File: config.mk
export PLATFORM = sky130hd
export DESIGN_NAME = io_input_conditioner
export DESIGN_NICKNAME = d
export VERILOG_FILES = /design/src/rtl/io_input_conditioner.sv
export SDC_FILE = /design/constraint.sdc
export NUM_CORES = 1
export LEC_CHECK = 0
export ABC_CLOCK_PERIOD_IN_PS = 2600
export CORE_MARGIN = 3
export CORE_UTILIZATION = 31
export DETAILED_ROUTE_END_ITERATION = 7
export PLACE_DENSITY = 0.66
export SYNTH_ARGS = -nofsm -noshare
export SYNTH_HDL_FRONTEND = slang
export SYNTH_SLANG_ARGS = --single-unit
File: constraint.sdc
create_clock -name clk -period 2.6 [get_ports clk]
set_input_delay 0.52 -clock clk [delete_from_list [all_inputs] [get_ports clk]]
set_output_delay 0.52 -clock clk [all_outputs]
set_load 0.05 [all_outputs]
File: src/rtl/io_input_conditioner.sv
// -----------------------------------------------------------------------------
// io_input_conditioner
//   Conditions a raw external push-button and presents the two memory-mapped
//   input words read by the CPU (ioin1 / ioin2).
//   Button path: 2-flop synchroniser -> debouncer -> rising-edge detect ->
//   sticky trigger flag + 8-bit press counter. A free-running 7-bit LFSR is
//   captured on every accepted press to give software a random delay seed.
//
// Ports
//   clk      in   1   system clock, rising edge
//   rst      in   1   asynchronous reset, active-high
//   btn_i    in   1   raw asynchronous push-button level
//   ack_i    in   1   clears the sticky trigger flag (one-cycle pulse)
//   trig_o   out  1   one-cycle pulse after each accepted press
//   ioin1_o  out  32  {23'b0, press_cnt[7:0], trig_flag}
//   ioin2_o  out  32  {25'b0, rand_q[6:0]}
// -----------------------------------------------------------------------------
module io_input_conditioner #(
  parameter int         DEBOUNCE_CYCLES = 4,
  parameter int         CNT_W           = 16,
  parameter logic [6:0] LFSR_SEED       = 7'h01
) (
  input  logic        clk,
  input  logic        rst,
  input  logic        btn_i,
  input  logic        ack_i,
  output logic        trig_o,
  output logic [31:0] ioin1_o,
  output logic [31:0] ioin2_o
);

  // An all-zero LFSR would lock up, so a zero seed is replaced by 1.
  localparam logic [6:0]       SEED_EFF = (LFSR_SEED == 7'h00) ? 7'h01 : LFSR_SEED;
  localparam logic [CNT_W-1:0] CNT_LAST = CNT_W'(DEBOUNCE_CYCLES - 1);
  localparam logic [CNT_W-1:0] CNT_ONE  = CNT_W'(1);

  // x^7 + x^6 + 1 Fibonacci step, maximal period 127.
  function automatic logic [6:0] lfsr_next(input logic [6:0] cur);
    return {cur[5:0], cur[6] ^ cur[5]};
  endfunction

  logic             s1;
  logic             btn_sync;
  logic             btn_stable;
  logic [CNT_W-1:0] cnt;
  logic             trig_flag;
  logic [7:0]       press_cnt;
  logic [6:0]       rand_q;
  logic [6:0]       lfsr;

  logic             differ;
  logic             cnt_done;
  logic             press;

  // Debounce decode: a press is the edge where btn_stable is about to go 0->1.
  always_comb begin
    differ   = 1'b0;
    cnt_done = 1'b0;
    press    = 1'b0;
    differ   = btn_sync ^ btn_stable;
    if (differ && (cnt == CNT_LAST)) begin
      cnt_done = 1'b1;
    end else begin
      cnt_done = 1'b0;
    end
    press = cnt_done & btn_sync;
  end

  // Two-flop synchroniser for the asynchronous button level.
  always_ff @(posedge clk or posedge rst) begin
    if (rst) begin
      s1       <= 1'b0;
      btn_sync <= 1'b0;
    end else begin
      s1       <= btn_i;
      btn_sync <= s1;
    end
  end

  // Debouncer: accept a new level after DEBOUNCE_CYCLES consecutive differing samples.
  always_ff @(posedge clk or posedge rst) begin
    if (rst) begin
      btn_stable <= 1'b0;
      cnt        <= '0;
    end else if (!differ) begin
      cnt <= '0;
    end else if (cnt_done) begin
      btn_stable <= btn_sync;
      cnt        <= '0;
    end else begin
      cnt <= cnt + CNT_ONE;
    end
  end

  // Sticky trigger flag; a press on the same edge as ack_i keeps it set.
  always_ff @(posedge clk or posedge rst) begin
    if (rst) begin
      trig_flag <= 1'b0;
    end else if (press) begin
      trig_flag <= 1'b1;
    end else if (ack_i) begin
      trig_flag <= 1'b0;
    end else begin
      trig_flag <= trig_flag;
    end
  end

  // Press pulse, wrapping press counter and LFSR snapshot.
  always_ff @(posedge clk or posedge rst) begin
    if (rst) begin
      trig_o    <= 1'b0;
      press_cnt <= 8'h00;
      rand_q    <= 7'h00;
    end else if (press) begin
      trig_o    <= 1'b1;
      press_cnt <= press_cnt + 8'd1;
      rand_q    <= lfsr;
    end else begin
      trig_o    <= 1'b0;
    end
  end

  // Free-running LFSR, advances every cycle out of reset.
  always_ff @(posedge clk or posedge rst) begin
    if (rst) begin
      lfsr <= SEED_EFF;
    end else begin
      lfsr <= lfsr_next(lfsr);
    end
  end

  assign ioin1_o = {23'd0, press_cnt, trig_flag};
  assign ioin2_o = {25'd0, rand_q};

endmodule

==> results.json, run 1 <==
{
  "r2r_slack_ns": 0.51,
  "grt-ovfl-total": 0,
  "first_global_vias": 1200,
  "cp-start-kind": "flip-flop",
  "period_minus_slack_ns": 2.09,
  "place_hpwl_microns": 2450,
  "crit_family": "simple AND/OR/NAND/NOR gates",
  "rsz0062_at_grt": "false",
  "core_area_sq_um": 6870,
  "avgSynthCellArea_sq_um": 11.2,
  "avgViaCountPerCell": 4.03,
  "clock_power_share_pct": 29.8,
  "p_int_mw": 1.15,
  "netlist_instances": 197,
  "synthFlopType": "dfrtp_1",
  "fmax_mhz": 479,
  "cellLeakagePower_nw": 1.12,
  "maxSlewViolCount": 0,
  "area_delta_synth_final_pct": 9.82,
  "path_class": "flip-flop to flip-flop",
  "start_util_pct": 32.3,
  "clk_latency_ns": 0.29,
  "cap_violations": 0,
  "syn_area_sq_um": 2220,
  "final.setup_skew_ns": 0.00693,
  "relSlewSlack_pct": 64.4,
  "hold_end": "btn_sync$_DFF_PP0_",
  "synth_area_leader_cell": "dfrtp_1",
  "synth_seq_cells": 43,
  "layout-drive-gt1-share_pct": 10.9,
  "ys_seq_area_share_pct": 48.6,
  "cts.sinks": 43,
  "final_nets": 226,
  "drt_first_pass_iters": 4,
  "ff2ff_path_depth": 5,
  "power.density_nw_per_um2": 731,
  "synth_edf_count": 0,
  "fp.dieW_microns": 90.5,
  "finalWeightedCongestion": 0.791,
  "cts_root_buf": "clkbuf_8",
  "tritoncts": "built",
  "grtUsageTotal_pct": 8.32,
  "ys_top_cells_by_area": "dfrtp_1 47%, buf_4 17%, mux2_4 5.4%, xnor2_1 4.7%, xor2_1 3.6%",
  "cts_hold_buf": 0,
  "synthArstFlopShare_pct": 100,
  "worst_slew_pin_slew_ns": 0.533,
  "yosysWarnings": 0,
  "rows": 30,
  "cp_max_fo": 9,
  "drt_wl_total_microns": 3410,
  "antenna_left": 0,
  "hold_start": "s1$_DFF_PP0_",
  "ys_types": 32,
  "final.setup.tns_ns": 0,
  "whs_path_depth": 0,
  "fin_ws_ns": 0.514,
  "antenna_cells": 0,
  "power_frac_seq_pct": 43.3,
  "cts_buffers": 5,
  "cts_buffer_depth": 2,
  "setup_viol": 0,
  "placement.io_buffers": 20,
  "crit_required_ns": 2.78,
  "period_share_pct": 80.2,
  "multi_input_area_sq_um": 896,
  "timing.critical_path.slowest_cell_delay_ns": 0.41,
  "regArea_sq_um": 1080,
  "peakVddDrop_mv": 0.479,
  "power.net_switching_uw": 632,
  "placedCellCount": 309,
  "wl_per_cell_microns": 10.8,
  "cts_setup_buffers": 0,
  "endpoint_kind": "flip-flop",
  "worst-path-buf-inv": 0,
  "num_vias": 1277,
  "hold_viol": 0,
  "regToRegEndpoint": "rand_q[5]$_DFFE_PP0P_",
  "htree_levels": 2,
  "layoutNonFillerInstCount": 317,
  "cts_resized": 0,
  "path_clk_slew_ns": 0.08,
  "grt_antenna_before_repair": 0,
  "crit_chain": "ha_1, nor4b_4, and4_1, and2_4, mux2_4",
  "status": "finished, final reports clean",
  "cp.arrival_ns": 2.26,
  "hp-class": "flip-flop to flip-flop",
  "io_pins": 69,
  "place_worst_setup_slack_ns": 0.561,
  "p_comb_share_pct": 26.9,
  "switching_share_pct": 35.6,
  "slowest_stage": "dfrtp_1",
  "die_height_microns": 90.5,
  "dieArea_sq_um": 8200,
  "netlist.area_leader.share_pct": 47.4,
  "reg2reg_from": "cnt[0]$_DFF_PP0_",
  "drt_iter0_markers": 26,
  "fill_cells": 689,
  "grt_max_degree": 44,
  "grt_pass1_wl_microns": 5690,
  "drcViolationCount": 0
}
==> worst max path at each step <==
stage	startpoint	to	slack (ns)	cells past startpoint
2_1_floorplan	cnt[0]$_DFF_PP0_	press_cnt[1]$_DFFE_PP0P_	0.73	7
3_3_place_gp	cnt[0]$_DFF_PP0_	rand_q[6]$_DFFE_PP0P_	0.60	5
3_5_place_dp	cnt[0]$_DFF_PP0_	rand_q[0]$_DFFE_PP0P_	0.56	5
4_1_cts	press_cnt[2]$_DFFE_PP0P_	ioin1_o[3]	0.50	1
5_1_grt	cnt[0]$_DFF_PP0_	rand_q[1]$_DFFE_PP0P_	0.42	5
6_report	cnt[0]$_DFF_PP0_	rand_q[5]$_DFFE_PP0P_	0.51	5
==> sequential cells by signal (all words and copies together), names as in the netlist <==
| register | cells |
|---|---|
| press_cnt | 8 |
| lfsr | 7 |
| trig_flag | 1 |
| trig_o | 1 |
| cnt | 16 |
| s1 | 1 |
| rand_q | 7 |
| btn_stable | 1 |
| btn_sync | 1 |
==> cell usage in the layout (no fill, tap or decap) <==
cell type,count
a21oi_1,2
a31o_2,1
and2_1,1
and2_4,1
and2b_1,1
and3_1,4
and4_1,2
buf_4,1
bufinv_16,1
clkbuf_8,6
clkdlybuf4s50_1,20
clkinv_2,1
conb_1,48
dfrtp_1,42
dfstp_2,1
ha_1,2
inv_1,4
mux2_2,1
mux2_4,8
nand2_1,5
nand2b_1,1
nand3_1,11
nand4_1,7
nor2_1,16
nor3_1,5
nor4_1,2
nor4_2,2
nor4b_4,1
o22ai_1,1
o31ai_1,1
or4_1,1
xnor2_1,12
xor2_1,9
==> through the flow <==
| stage | utilization, % | cell area [sq um] | power, mW | hold WS [ns] |
|---|---|---|---|---|
| floorplan | - | 2390 | 1.23 | 0.331 |
| global placement | 33.7 | 2320 | 1.25 | 0.335 |
| detailed placement | 33.7 | 2320 | 1.26 | 0.338 |
| CTS | 35.4 | 2430 | 1.80 | 0.356 |
| global route | 35.4 | 2430 | 1.87 | 0.384 |
| finish | 35.4 | 2430 | 1.78 | 0.353 |
==> kinds of logic after synthesis <==
family          Yosys count  synth area share, %
other cells               1                0.169
xor+xnor                 21                 8.30
mux                       9                 5.93
flops                    43                 48.6
compound gates            5                 1.47
fa+ha+maj                 2                 1.13
simple gates             60                 15.5
buf+inv                  56                 18.9
==> power groups by stage <==
stage	clock, mW	sequential [mW]	combinational, mW
floorplan	0	0.843	0.391
global placement	0	0.780	0.470
detailed placement	0	0.784	0.479
CTS	0.548	0.772	0.480
global route	0.574	0.780	0.514
finish	0.530	0.771	0.478
==> synthesized netlist by cell type (2+ instances only) <==
library cell  instances
xnor2_1              12
nor4_2                2
ha_1                  2
buf_4                49
nor3_1                5
nand2_1               5
and4_1                2
inv_1                 4
dfrtp_1              42
and3_1                4
xor2_1                9
a21oi_1               2
nand3_1              11
mux2_4                8
nor2_1               16
nand4_1               7
nor4_1                2
==> final cells by class <==
cell class,count,area share [%]
inverters,4,0.617
clock buffers,6,3.39
clock inverters,2,1.44
flip-flops and latches,43,44.3
repair buffers,21,8.53
multi-input cells,145,36.8
well taps,96,4.94
==> metal layers <==
metal / GRT usage [%] / up-vias / wire length (microns)
met5: 0 / - / 0
met4: 2.68 / 0 / 35
met3: 2.17 / 4 / 174
met2: 13.8 / 43 / 1680
met1: 10.6 / 623 / 1520
li1: - / 607 / -
No activity file was read; power rests on OpenSTA's default activity.
==> run 2: changes to the inputs <==
--- a/config.mk
+++ b/config.mk
@@ -5,11 +5,11 @@
 export SDC_FILE = /design/constraint.sdc
 export NUM_CORES = 1
 export LEC_CHECK = 0
-export ABC_CLOCK_PERIOD_IN_PS = 2600
+export ABC_CLOCK_PERIOD_IN_PS = 1900
 export CORE_MARGIN = 3
 export CORE_UTILIZATION = 31
 export DETAILED_ROUTE_END_ITERATION = 7
-export PLACE_DENSITY = 0.66
+export PLACE_DENSITY = 0.68
 export SYNTH_ARGS = -nofsm -noshare
 export SYNTH_HDL_FRONTEND = slang
 export SYNTH_SLANG_ARGS = --single-unit
==> constraint.sdc (replaced) <==
create_clock -name clk -period 1.9 [get_ports clk]
set_input_delay 0.38 -clock clk [delete_from_list [all_inputs] [get_ports clk]]
set_output_delay 0.38 -clock clk [all_outputs]
set_load 0.05 [all_outputs]
==> run 2 against run 1 <==
  * Register-to-register slack got worse by 0.37 ns
  * Worst setup slack got worse by 0.41 ns
  * Sequential power up 37%
  * Critical endpoint is now trig_o
==> results.json, run 2 (synthesized netlist as in run 1, its figures left out) <==
{
  "status": "finished, final reports clean",
  "placement.io_buffers": 20,
  "fill_cells": 691,
  "cap_violations": 0,
  "cp_max_fo": 1,
  "cts.sinks": 43,
  "first_global_vias": 1187,
  "top_register": "cnt",
  "final.setup_skew_ns": 0.00609,
  "die_height_microns": 90.5,
  "cts_resized": 0,
  "setup_viol": 0,
  "area_delta_synth_final_pct": 10.6,
  "cts_buffers": 5,
  "crit_chain": "clkdlybuf4s50_1",
  "drt_iter0_markers": 95,
  "maxSlewViolCount": 0,
  "grt_antenna_before_repair": 0,
  "placedCellCount": 313,
  "layout-drive-gt1-share_pct": 19.1,
  "timing.critical_path.slowest_cell_delay_ns": 0.79,
  "io_pins": 69,
  "hp-class": "flip-flop to flip-flop",
  "final_common_cell": "conb_1",
  "path_clk_slew_ns": 0.08,
  "cellLeakagePower_nw": 1.18,
  "power.density_nw_per_um2": 1040,
  "drt_first_pass_iters": 4,
  "rsz0062_at_grt": "false",
  "period_minus_slack_ns": 1.80,
  "final_cell_mix": "48 x conb_1, 42 x dfrtp_1, 20 x buf_4",
  "crit_family": "buffers and inverters",
  "grt_pass1_wl_microns": 5850,
  "cts_root_buf": "clkbuf_8",
  "wl_per_cell_microns": 11.3,
  "htree_levels": 2,
  "slowest_stage": "clkdlybuf4s50_1",
  "clk_latency_ns": 0.29,
  "tritoncts": "built",
  "core_area_sq_um": 6870,
  "cp-start-kind": "flip-flop",
  "cts_setup_buffers": 0,
  "start_util_pct": 32.3,
  "largest_reg_flops": 16,
  "final_nets": 230,
  "period_share_pct": 94.6,
  "hold_viol": 0,
  "antenna_cells": 0,
  "dieArea_sq_um": 8200,
  "grt-ovfl-total": 0,
  "final.setup.tns_ns": 0,
  "cp.arrival_ns": 1.42,
  "antenna_left": 0,
  "reg.largest.list": "cnt: 16 flops, press_cnt: 8 flops",
  "layoutNonFillerInstCount": 321,
  "cts_hold_buf": 0,
  "avgViaCountPerCell": 4.06,
  "peakVddDrop_mv": 0.661,
  "endpoint_kind": "output port",
  "rows": 30,
  "path_class": "flip-flop to output port",
  "fmax_mhz": 556,
  "finalWeightedCongestion": 0.779,
  "worst-path-buf-inv": 1,
  "power_mw": 2.55,
  "cts_buffer_depth": 2,
  "fin_util_pct": 35.7,
  "drcViolationCount": 0,
  "crit_required_ns": 1.52,
  "grt_max_degree": 44,
  "grtUsageTotal_pct": 8.59,
  "drt_wl_total_microns": 3620,
  "fp.dieW_microns": 90.5,
  "place_hpwl_microns": 2560,
  "num_vias": 1304
}
[run 2: path summary, 6_finish.rpt]
kind | from | end | slack, ns | cells past startpoint
max | trig_o$_DFF_PP0_ | trig_o | 0.10 | 1
min | s1$_DFF_PP0_ | btn_sync$_DFF_PP0_ | 0.35 | 0
max reg2reg | cnt[7]$_DFF_PP0_ | rand_q[5]$_DFFE_PP0P_ | 0.14 | 4
min reg2reg | s1$_DFF_PP0_ | btn_sync$_DFF_PP0_ | 0.35 | 0
max in group asynchronous | rst | lfsr[0]$_DFF_PP1_ | 1.19 | 3
min in group asynchronous | rst | s1$_DFF_PP0_ | 0.44 | 3
[run 2: power by group]
part	internal [mW]	leakage, nW	switching, mW	total [mW]
registers	0.981	0.586	0.0751	1.06
logic	0.175	0.530	0.490	0.665
clock network	0.525	0.0654	0.306	0.831
total	1.68	1.18	0.871	2.55
[run 2: stage by stage]
step                      instance area [sq um]  hold WS (ns)  setup slack (ns)
after CTS                                  2450         0.356            0.0775
after global routing                       2450         0.374            0.0351
final                                      2450         0.353             0.102
after detailed placement                   2320         0.338             0.172
after floorplan                            2390         0.331            0.0274
after global placement                     2320         0.334             0.210
[run 2: metal layers]
layer  part of all wire [%]  global-route usage [%]  up-vias
met5                      0                       0        -
met3                    7.5                    2.67        3
met4                   0.69                    2.55        0
met2                     47                    13.0       49
li1                       -                       -      616
met1                     45                    11.7      636
[run 2: final cells by class]
type / instances / area (sq um) / share of cell area (%)
Clock buffer: 6 / 72.6 / 2.96
Clock inverter: 2 / 60.1 / 2.45
Inverter: 4 / 15.0 / 0.613
Multi-Input combinational cell: 145 / 896 / 36.5
Sequential cell: 43 / 1080 / 44.0
Tap cell: 96 / 120 / 4.90
Timing Repair Buffer: 25 / 210 / 8.58
==> run 3: changes to the inputs <==
--- a/config.mk
+++ b/config.mk
@@ -5,11 +5,10 @@
 export SDC_FILE = /design/constraint.sdc
 export NUM_CORES = 1
 export LEC_CHECK = 0
-export ABC_CLOCK_PERIOD_IN_PS = 1900
-export CORE_MARGIN = 3
+export ABC_CLOCK_PERIOD_IN_PS = 1800
 export CORE_UTILIZATION = 31
 export DETAILED_ROUTE_END_ITERATION = 7
-export PLACE_DENSITY = 0.68
+export PLACE_DENSITY = 0.66
 export SYNTH_ARGS = -nofsm -noshare
 export SYNTH_HDL_FRONTEND = slang
 export SYNTH_SLANG_ARGS = --single-unit
==> constraint.sdc (replaced) <==
create_clock -name clk -period 1.8 [get_ports clk]
set_input_delay 0.36 -clock clk [delete_from_list [all_inputs] [get_ports clk]]
set_output_delay 0.36 -clock clk [all_outputs]
set_load 0.05 [all_outputs]
==> run 3 against run 2 <==
  * Register-to-register slack lost 0.05 ns
  * Clock power shrank 7.8%
  * Global-route usage grew 1.2 points
  * Worst setup slack lost 0.015 ns
  * Power grew 3.2%
  * Routed wire length shrank 4.2%
  * Core utilization grew 0.86 points
  * Die area shrank 8.6%
  * Critical path type is now flip-flop to flip-flop
==> results.json, run 3 (synthesized netlist as in run 1, its figures left out) <==
{
  "tritoncts": "built",
  "drt_first_pass_iters": 4,
  "hold_viol": 0,
  "grt_antenna_before_repair": 0,
  "drt_wl_total_microns": 3470,
  "htree_levels": 2,
  "first_global_vias": 1210,
  "cap_violations": 0,
  "dieArea_sq_um": 7490,
  "final_nets": 237,
  "crit_required_ns": 1.99,
  "cts_buffer_depth": 2,
  "cts_resized": 0,
  "start_util_pct": 32.4,
  "antenna_cells": 0,
  "clk_latency_ns": 0.30,
  "setup_viol": 0,
  "core_area_sq_um": 6830,
  "ff2ff_path_depth": 4,
  "final.setup.tns_ns": 0,
  "final_common_cell": "conb_1",
  "die_height_microns": 86.5,
  "path_clk_slew_ns": 0.09,
  "cts_buffers": 5,
  "whs_path_depth": 0,
  "fin_ws_ns": 0.0871,
  "hold_start": "s1$_DFF_PP0_",
  "grtUsageTotal_pct": 9.78,
  "path_class": "flip-flop to flip-flop",
  "status": "finished, final reports clean",
  "maxSlewViolCount": 0,
  "cts.sinks": 43,
  "power_mw": 2.63,
  "drt_iter0_markers": 31,
  "largest_reg_flops": 16,
  "rsz0062_at_grt": "false",
  "reg.largest.list": "cnt: 16 flops, press_cnt: 8 flops",
  "top_register": "cnt",
  "finalWeightedCongestion": 0.806,
  "hp-class": "flip-flop to flip-flop",
  "wl_per_cell_microns": 10.6,
  "power.density_nw_per_um2": 1060,
  "period_share_pct": 95.2,
  "crit_start": "cnt[11]$_DFF_PP0_",
  "final_cell_mix": "48 x conb_1, 41 x dfrtp_1, 28 x buf_4",
  "placement.io_buffers": 20,
  "cts_root_buf": "clkbuf_8",
  "cp_max_fo": 5,
  "cp.arrival_ns": 1.90,
  "grt_max_degree": 25,
  "place_hpwl_microns": 2570,
  "area_delta_synth_final_pct": 12.6,
  "grt_pass1_wl_microns": 5740,
  "fmax_mhz": 584,
  "antenna_left": 0,
  "io_pins": 69,
  "cellLeakagePower_nw": 1.21,
  "reg2reg_from": "cnt[11]$_DFF_PP0_",
  "final.setup_skew_ns": 0.0100,
  "place_worst_setup_slack_ns": 0.0531,
  "drcViolationCount": 0,
  "rows": 30,
  "fp.dieW_microns": 86.5,
  "num_vias": 1309,
  "avgViaCountPerCell": 3.99,
  "cp-start-kind": "flip-flop",
  "cts_hold_buf": 0,
  "layout-drive-gt1-share_pct": 23.7,
  "grt-ovfl-total": 0,
  "endpoint_kind": "flip-flop",
  "cts_setup_buffers": 0,
  "period_minus_slack_ns": 1.71,
  "peakVddDrop_mv": 0.679
}
run 3: metal layers:
layer	GRT usage, %	vias to the layer above	wire, microns
met5	0	-	0
met4	3.64	0	48
met3	2.38	7	158
met2	15.6	43	1760
met1	12.9	626	1500
li1	-	633	-
run 3: path summary, 6_finish.rpt:
check / endpoint / slack (ns)
worst max-delay path: rand_q[3]$_DFFE_PP0P_ / 0.09
worst min register to register: btn_sync$_DFF_PP0_ / 0.37
min in group asynchronous: rand_q[4]$_DFFE_PP0P_ / 0.40
worst min-delay path: btn_sync$_DFF_PP0_ / 0.37
worst max register to register: rand_q[3]$_DFFE_PP0P_ / 0.09
max in group asynchronous: trig_flag$_DFFE_PP0P_ / 1.12
run 3: layout make-up:
| type | instances | area, sq um |
|---|---|---|
| Clock inverter | 3 | 47.5 |
| Sequential cell | 43 | 1080 |
| Fill cell | 713 | 4340 |
| Clock buffer | 5 | 68.8 |
| Timing Repair Buffer | 31 | 240 |
| Inverter | 4 | 15.0 |
| Multi-Input combinational cell | 146 | 926 |
| Tap cell | 96 | 120 |
run 3: report_power, final:
| group | internal, mW | total [mW] | switching [mW] | leakage [nW] |
|---|---|---|---|---|
| Sequential | 1.04 | 1.11 | 0.0777 | 0.584 |
| Clock | 0.420 | 0.766 | 0.346 | 0.0587 |
| Combinational | 0.217 | 0.755 | 0.538 | 0.566 |
| Total | 1.67 | 2.63 | 0.961 | 1.21 |
run 3: metrics by stage:
stage	instances	cell area [sq um]	utilization [%]	hold slack [ns]
2_1_floorplan	244	2400	-	0.331
3_3_place_gp	319	2360	34.6	0.337
3_5_place_dp	319	2360	34.6	0.345
4_1_cts	327	2480	36.3	0.373
5_1_grt	328	2500	36.5	0.384
6_report	328	2500	36.5	0.369
run 3: worst max-delay path, cell delays in order, from the launching register on:
cell,delay (ns)
dfrtp_2,0.46
nor4_4,0.30
and4_2,0.29
and2_2,0.24
mux2_4,0.31
